`src/rtl/rect_fill_avalon.sv`:
```
// Avalon-MM rectangle-fill accelerator: a slave port holds corners and colour, and a master
// port streams one packed pixel write per covered, on-screen pixel into the VGA slave.
module rect_fill_avalon #(
  parameter int unsigned SCREEN_W = 160,
  parameter int unsigned SCREEN_H = 120,
  parameter logic [31:0] VGA_ADDR = 32'h0
) (
  input  logic        clk,
  input  logic        reset_n,
  input  logic [3:0]  address,
  input  logic        read,
  output logic [31:0] readdata,
  input  logic        write,
  input  logic [31:0] writedata,
  input  logic        master_waitrequest,
  output logic [31:0] master_address,
  output logic        master_write,
  output logic [31:0] master_writedata
);

  localparam logic [7:0] XMax = 8'(SCREEN_W - 1);
  localparam logic [6:0] YMax = 7'(SCREEN_H - 1);

  localparam logic [3:0] AddrCtrl   = 4'd0;
  localparam logic [3:0] AddrP0     = 4'd1;
  localparam logic [3:0] AddrP1     = 4'd2;
  localparam logic [3:0] AddrColour = 4'd3;
  localparam logic [3:0] AddrCount  = 4'd4;

  typedef enum logic [1:0] {StIdle, StSetup, StDraw} state_e;

  state_e state_q, state_d;

  // Software-visible registers
  logic [7:0]  x0_q, x1_q, colour_q;
  logic [6:0]  y0_q, y1_q;
  logic [14:0] count_q, count_d;

  // Working copies owned by the active fill
  logic [7:0]  wx0_q, wx0_d, wx1_q, wx1_d, wcol_q, wcol_d;
  logic [6:0]  wy0_q, wy0_d, wy1_q, wy1_d;
  logic [7:0]  cx_q, cx_d;
  logic [6:0]  cy_q, cy_d;

  logic        busy;
  logic        reg_we;
  logic        start;
  logic        accept;
  logic [7:0]  x1_clip;
  logic [6:0]  y1_clip;
  logic        unused_wdata;

  assign busy         = (state_q != StIdle);
  assign reg_we       = write && !busy;
  assign start        = reg_we && (address == AddrCtrl);
  assign accept       = (state_q == StDraw) && !master_waitrequest;
  assign x1_clip      = (wx1_q > XMax) ? XMax : wx1_q;
  assign y1_clip      = (wy1_q > YMax) ? YMax : wy1_q;
  assign unused_wdata = ^writedata[31:15];

  always_ff @(posedge clk or negedge reset_n) begin
    if (!reset_n) begin
      x0_q     <= '0;
      y0_q     <= '0;
      x1_q     <= '0;
      y1_q     <= '0;
      colour_q <= '0;
    end else if (reg_we) begin
      unique case (address)
        AddrP0: begin
          x0_q <= writedata[7:0];
          y0_q <= writedata[14:8];
        end
        AddrP1: begin
          x1_q <= writedata[7:0];
          y1_q <= writedata[14:8];
        end
        AddrColour: colour_q <= writedata[7:0];
        default: ;
      endcase
    end
  end

  always_ff @(posedge clk or negedge reset_n) begin
    if (!reset_n) begin
      state_q <= StIdle;
      count_q <= '0;
      wx0_q   <= '0;
      wy0_q   <= '0;
      wx1_q   <= '0;
      wy1_q   <= '0;
      wcol_q  <= '0;
      cx_q    <= '0;
      cy_q    <= '0;
    end else begin
      state_q <= state_d;
      count_q <= count_d;
      wx0_q   <= wx0_d;
      wy0_q   <= wy0_d;
      wx1_q   <= wx1_d;
      wy1_q   <= wy1_d;
      wcol_q  <= wcol_d;
      cx_q    <= cx_d;
      cy_q    <= cy_d;
    end
  end

  always_comb begin
    state_d = state_q;
    count_d = count_q;
    wx0_d   = wx0_q;
    wy0_d   = wy0_q;
    wx1_d   = wx1_q;
    wy1_d   = wy1_q;
    wcol_d  = wcol_q;
    cx_d    = cx_q;
    cy_d    = cy_q;

    unique case (state_q)
      StIdle: begin
        if (start) begin
          wx0_d   = x0_q;
          wy0_d   = y0_q;
          wx1_d   = x1_q;
          wy1_d   = y1_q;
          wcol_d  = colour_q;
          count_d = '0;
          state_d = StSetup;
        end
      end
      StSetup: begin
        wx1_d = x1_clip;
        wy1_d = y1_clip;
        cx_d  = wx0_q;
        cy_d  = wy0_q;
        // An off-screen start corner always lands here as empty via the clipped compare
        if ((wx0_q > x1_clip) || (wy0_q > y1_clip)) begin
          state_d = StIdle;
        end else begin
          state_d = StDraw;
        end
      end
      StDraw: begin
        if (accept) begin
          count_d = count_q + 15'd1;
          if (cx_q == wx1_q) begin
            cx_d = wx0_q;
            if (cy_q == wy1_q) begin
              state_d = StIdle;
            end else begin
              cy_d = cy_q + 7'd1;
            end
          end else begin
            cx_d = cx_q + 8'd1;
          end
        end
      end
      default: state_d = StIdle;
    endcase
  end

  assign master_address   = VGA_ADDR;
  assign master_write     = (state_q == StDraw);
  assign master_writedata = master_write ? {1'b0, cy_q, cx_q, 8'h00, wcol_q} : 32'h0;

  always_comb begin
    readdata = 32'h0;
    if (read) begin
      unique case (address)
        AddrCtrl:   readdata = {31'b0, busy};
        AddrP0:     readdata = {17'b0, y0_q, x0_q};
        AddrP1:     readdata = {17'b0, y1_q, x1_q};
        AddrColour: readdata = {24'b0, colour_q};
        AddrCount:  readdata = {17'b0, count_q};
        default:    readdata = 32'h0;
      endcase
    end
  end

endmodule

```
`config.mk`:
```
export PLATFORM = sky130hd
export DESIGN_NAME = rect_fill_avalon
export DESIGN_NICKNAME = d
export VERILOG_FILES = /design/src/rtl/rect_fill_avalon.sv
export SDC_FILE = /design/constraint.sdc
export NUM_CORES = 1
export LEC_CHECK = 0
export BUFFER_PORTS_ARGS = -buffer_cell sky130_fd_sc_hd__buf_2
export CAP_MARGIN = 20
export CORE_ASPECT_RATIO = 2
export CORE_MARGIN = 5
export CORE_UTILIZATION = 44
export CTS_BUF_LIST = sky130_fd_sc_hd__clkbuf_4
export CTS_CLUSTER_DIAMETER = 80
export DETAILED_ROUTE_END_ITERATION = 7
export PLACE_DENSITY_LB_ADDON = 0.08
export RECOVER_POWER = 100
export SLEW_MARGIN = 15
export SYNTH_ARGS = -nofsm -noshare
export SYNTH_HDL_FRONTEND = slang
export SYNTH_SLANG_ARGS = --single-unit
```
`constraint.sdc`:
```
create_clock -name clk -period 2.2 [get_ports clk]
set_input_delay 0.44 -clock clk [delete_from_list [all_inputs] [get_ports clk]]
set_output_delay 0.44 -clock clk [all_outputs]
set_load 0.05 [all_outputs]
```
==> impl_metrics.csv, run 1 <==
group,metric,value,unit
synth,yosys_register_bits,108,
global_route,grt_overflow_total,0,
worst_setup_path,r2r_cells,5,
timing,finalCritPeriodShare,0.994,
power_and_ir_drop,powerDensity,677,nW/um2
worst_setup_path,rr_startpoint,"cx_q[2]",
route,via_per_inst,5.34,
layout,drive_gt1_frac,0.293,
clock_tree,cts_tree,"done",
timing,worst_slew_pin_slew,998,ps
synth,syn_inst,653,
worst_setup_path,max_stage_delay,570,ps
clock_tree,clock-root-buffer,"clkbuf_4",
floorplan,num_rows,61,
timing,drv_slew,0,
worst_setup_path,crit_family,"compound AO/OA/AOI/OAI gates",
route,wire_per_inst,17.5,um
layout,final_cell_area,7530,um2
timing,finClkSkew,19.9,ps
clock_tree,h-tree-depth,3,
synth,synth.largest_area_cell,"dfrtp_1",
hold_path,hold_class,"primary input to flip-flop",
floorplan,die_h,177,um
synth,netlist_area,6150,um2
worst_setup_path,path_class,"primary input to output port",
route,wl,16900,um
place,gp_congestion,0.864,
timing,slew_headroom,0.335,
global_route,grt_max_degree,44,
clock_tree,cts-buffers-inserted,9,
place,port_buffers,62,
synth,syn_avg_cell_area,9.42,um2
power_and_ir_drop,p_leak,3.59,nW
synth,synth.area.top_cells,"dfrtp_1 (44%), nand2_1 (7.4%), buf_4 (7.1%), mux2_2 (7.0%), ha_1 (3.5%)",
worst_setup_path,critPathLaunchType,"primary input",
timing,fin_ws,12.6,ps
layout,fin_nets,828,
worst_setup_path,rrSetupSlack,80,ps
power_and_ir_drop,max-vdd-ir-drop,0.000494,V
outcome,outcome,"finished, final reports clean",
worst_setup_path,critPathBufInv,3,
timing,max_freq,0.457,GHz
worst_setup_path,crit_required,1760,ps
worst_setup_path,regToRegEndpoint,"cy_q[5]",
floorplan,die_width,93.6,um
job,cap_violations,0,
synth,async_flop_share,1.00,
timing,rsz0062_at_grt,"true",
route,antenna_left,0,
synth,seq_area_frac_synth,0.439,
floorplan,die-area,16600,um2
clock_tree,clk_latency,460,ps
timing,post-route-min-period,2190,ps
route,drtPass1Iterations,5,
route,drcViolationCount,0,
floorplan,io_pins,138,
hold_path,holdPathStages,2,
floorplan,core,13800,um2
global_route,grtUsageTotal,0.201,
global_route,antenna_found_initial,2,
timing,setup_viol,0,
worst_setup_path,worstPathMaxFanout,15,
synth,synth.most_common_cell,"nand2_1",
clock_tree,clk_pin_slew,170,ps
route,initialDrtViolationCount,277,
timing,hold_slack,212,ps
hold_path,holdPathEnd,"y1_q[0]",
synth,synth_top_area_frac,0.439,
place,placed_cell_area,6990,um2
place,dp.final_hpwl,12500,um
synth,yosys-top-cells-count,"nand2_1 (121), dfrtp_1 (108), buf_4 (58), nor2_1 (44), mux2_2 (38)",
clock_tree,cts_sinks,108,
place,pre_cts_ws,-23.2,ps
hold_path,min-delay-start,"writedata[8]",
clock_tree,clock_path_buffers,2,
global_route,grt_pass1_wl,26200,um
global_route,grt_pass1_vias,5123,
floorplan,initial_core_util,0.445,
synth,yosysWarnings,0,
worst_setup_path,crit_chain,"buf_2, nor4b_4, buf_4, a222oi_1, a21oi_4, buf_6",
timing,hold_violations,0,
worst_setup_path,critPathArrivalTime,1750,ps
synth,synthDistinctLibCells,55,
synth,synth-edff-count,0,
worst_setup_path,cp-end-kind,"output port",
route,num_vias,5160,
worst_setup_path,slowest_stage,"a222oi_1",
synth,ys.flop_type,"dfrtp_1",
layout,synthToLayoutAreaGrowth,22.4,%
-- area by class of cell --
type | count | area [um2]
Clock inverter | 7 | 73.8
Multi-Input combinational cell | 504 | 3330
Timing Repair Buffer | 134 | 1050
Inverter | 13 | 48.8
Clock buffer | 9 | 67.6
Antenna cell | 2 | 5.00
Tap cell | 189 | 236
Fill cell | 1281 | 6280
Sequential cell | 108 | 2710
-- layout by cell type (no fill, tap or decap), types with 4 or more instances in the layout --
master	synthesis	layout
clkbuf_1	26	5
nor4_1	4	4
o31ai_1	5	4
xnor2_1	16	15
nor3_1	5	5
and3_1	6	6
buf_2	1	27
a31oi_1	5	4
or4_1	4	4
buf_12	0	5
mux2i_1	7	7
dfrtp_2	0	8
a211oi_1	4	4
nand3_1	13	13
ha_1	17	16
mux2_2	38	38
a222oi_1	14	14
nor2_1	44	33
conb_1	1	58
buf_6	1	15
nand2_1	121	121
buf_4	58	68
a21oi_1	15	8
clkbuf_4	0	15
a21oi_4	0	6
and2_1	21	20
dfrtp_1	108	100
inv_1	12	12
a22oi_1	5	4
o21ai_0	28	27
o2bb2ai_1	4	4
clkbuf_2	0	5
nor2b_1	9	9
xor2_1	5	5
a22o_1	4	4
nand2b_1	6	5
nand4_1	8	8
o22ai_1	5	5
nor2_4	0	8
-- registers in the layout, summed over array words and instances, names as in the netlist --
name	cells
colour_q	8
wx1_q	8
y1_q	7
state_q	2
wy1_q	7
x0_q	8
y0_q	7
cx_q	8
wy0_q	7
wcol_q	8
x1_q	8
cy_q	7
count_q	15
wx0_q	8
-- worst max path at each step --
stage                    start  cells after the start  slack, ps                    to
finish              address[2]                      6         10           readdata[1]
global route           cx_q[2]                      5        -30               cy_q[5]
CTS                 state_q[0]                      5        0.9  master_writedata[23]
detailed placement    wy1_q[3]                      8        -20            state_q[1]
global placement    address[3]                      7         10           readdata[6]
floorplan           address[3]                      4        -90           readdata[0]
-- routing by layer --
metal / part of all wire / global-route usage
met3: 0.042 / 0.0260
met2: 0.55 / 0.373
met5: 0 / 0
met4: 0.020 / 0.0687
met1: 0.39 / 0.233
-- where the power goes --
group          switching [mW]  internal [mW]
Sequential              0.195           2.18
Combinational            1.07          0.591
Clock                   0.706          0.354
-- logic make-up (layout without fill, tap and decap cells) --
logic type | count (synthesis) | in the layout | synth area share
buffers and inverters | 99 | 163 | 0.0972
AO/OA/AOI/OAI | 104 | 104 | 0.117
multiplexers | 45 | 45 | 0.0809
XOR/XNOR | 21 | 21 | 0.0299
other | 1 | 60 | 0.000610
adder cells (fa/ha/maj) | 18 | 18 | 0.0362
flip-flops | 108 | 108 | 0.439
AND/OR/NAND/NOR | 257 | 258 | 0.199
-- what timing repair did --
item,4_1_cts,5_1_grt
hold buffers,1,0
cloned,0,2
setup endpoints to repair,25,42
buffers inserted,5,16
endpoints found under the hold margin,36,0
pin swaps,8,28
gates resized for setup,32,58
-- through the flow --
| step | setup TNS, ps | power (mW) | instances | util |
|---|---|---|---|---|
| 6_report | 0 | 5.10 | 966 | 0.545 |
| 4_1_cts | 0 | 5.05 | 947 | 0.525 |
| 5_1_grt | -178 | 5.35 | 966 | 0.545 |
| 2_1_floorplan | -738 | 3.48 | 710 | - |
| 3_5_place_dp | -50.8 | 3.90 | 925 | 0.506 |
| 3_3_place_gp | 0 | 3.86 | 925 | 0.506 |
(Power assumes the default switching activity.)
==> run 2, diff against run 1 <==
Settings changed: BUFFER_PORTS_ARGS -buffer_cell sky130_fd_sc_hd__buf_2 to -buffer_cell sky130_fd_sc_hd__buf_4.
==> impl_metrics.csv, run 2 (same netlist as run 1, synthesis figures left out) <==
group,metric,value,unit
power_and_ir_drop,p_leak,3.66,nW
clock_tree,cts_sinks,108,
place,port_buffers,62,
timing,hold_violations,0,
hold_path,hold_class,"primary input to flip-flop",
global_route,antenna_found_initial,1,
place,placed_cell_area,7140,um2
timing,drv_slew,0,
global_route,grtUsageTotal,0.202,
global_route,grt_overflow_total,0,
timing,worst_slew_pin_slew,976,ps
global_route,grt_pass1_wl,26200,um
timing,hold_slack,185,ps
layout,fin_nets,829,
timing,finalCritPeriodShare,0.991,
hold_path,min-delay-start,"writedata[5]",
power_and_ir_drop,max-vdd-ir-drop,0.000391,V
worst_setup_path,rr_startpoint,"cx_q[2]",
clock_tree,clk_pin_slew,180,ps
route,num_vias,5101,
worst_setup_path,cp-startpoint,"state_q[0]",
worst_setup_path,crit_required,1760,ps
global_route,met2_usage,0.378,
layout,final_cell_area,7730,um2
global_route,grt_pass1_vias,5225,
layout,synthToLayoutAreaGrowth,25.6,%
worst_setup_path,cp-end-kind,"output port",
route,wl,17000,um
layout,largest_reg_flops,15,
worst_setup_path,critPathArrivalTime,1740,ps
timing,rsz0062_at_grt,"true",
route,antenna_left,0,
place,placed_cells,930,
layout,final_cell_mix,"nand2_1 (121), dfrtp_1 (102), buf_4 (83), conb_1 (58), mux2_2 (38)",
timing,post-route-min-period,2180,ps
floorplan,die-area,16600,um2
place,dp.final_hpwl,12600,um
layout,mostFrequentLayoutCell,"nand2_1",
clock_tree,clk_latency,470,ps
timing,max_freq,0.459,GHz
floorplan,initial_core_util,0.445,
timing,fin_ws,19.6,ps
worst_setup_path,worstPathMaxFanout,8,
worst_setup_path,path_class,"flip-flop to output port",
layout,drive_gt1_frac,0.312,
place,gp_congestion,0.859,
route,wire_per_inst,17.5,um
hold_path,holdPathStages,2,
layout,finalNonFillerCells,966,
route,drcViolationCount,0,
timing,slew_headroom,0.349,
clock_tree,cts_tree,"done",
clock_tree,clock-root-buffer,"clkbuf_4",
clock_tree,clock_path_buffers,2,
job,cap_violations,0,
layout,largest-register,"count_q",
outcome,outcome,"finished, final reports clean",
global_route,grtUsageMet1,0.230,
clock_tree,cts-buffers-inserted,9,
timing,finClkSkew,13.5,ps
global_route,top_usage_layer,"met2",
power_and_ir_drop,powerDensity,680,nW/um2
clock_tree,h-tree-depth,3,
floorplan,die_h,177,um
worst_setup_path,r2r_cells,6,
floorplan,num_rows,61,
worst_setup_path,critPathLaunchType,"flip-flop",
global_route,use_met3,0.0268,
floorplan,io_pins,138,
timing,setup_viol,0,
route,drtPass1Iterations,5,
route,initialDrtViolationCount,273,
layout,final_core_util,0.559,
floorplan,core,13800,um2
floorplan,die_width,93.6,um
route,via_per_inst,5.28,
place,pre_cts_ws,-125,ps
global_route,grt_max_degree,49,
run 2: critical path: stages, from the launching register on:
cell and delay [ps]:
dfrtp_1 450, buf_6 140, nand2b_4 150, inv_6 80, buf_8 140, and2_4 160, buf_8 140
run 2: power breakdown:
group,total [mW],internal (mW),switching [mW]
combinational,1.78,0.712,1.06
clock,1.08,0.371,0.711
sequential,2.39,2.18,0.211
run 2: cell type report:
| cell class | instances | area, um2 |
|---|---|---|
| fill | 1292 | 6090 |
| inverter | 13 | 53.8 |
| sequential | 108 | 2710 |
| clock buffer | 10 | 75.1 |
| clock inverter | 6 | 73.8 |
| tap | 189 | 236 |
| multi-input combinational | 503 | 3330 |
| timing repair buffer | 136 | 1240 |
| antenna | 1 | 2.50 |
run 2: metal layers:
layer | wire length, um | share of wire
met5 | 0 | 0
met4 | 373 | 0.022
met3 | 777 | 0.046
met2 | 9320 | 0.55
met1 | 6490 | 0.38
run 2: path summary, 6_finish.rpt:
check | end | slack (ps)
worst max-delay path | master_writedata[6] | 20
worst min register to register | wcol_q[3] | 500
worst max register to register | cy_q[3] | 40
max in group asynchronous | cx_q[6] | 510
min in group asynchronous | x0_q[2] | 610
worst min-delay path | colour_q[5] | 190
run 2: what timing repair did:
item / 4_1_cts / 5_1_grt
pin swaps: 11 / 18
setup endpoints to repair: 28 / 34
cloned: 2 / 0
resized for setup: 58 / 39
hold endpoints to repair: 33 / 0
hold buffers: 1 / 0
buffers inserted: 6 / 10
run 2: stage by stage:
step / TNS (ps) / power, mW
floorplan: -738 / 3.48
global placement: -153 / 3.92
detailed placement: -243 / 3.96
CTS: -64.2 / 5.18
global route: -1010 / 5.49
finish: 0 / 5.25
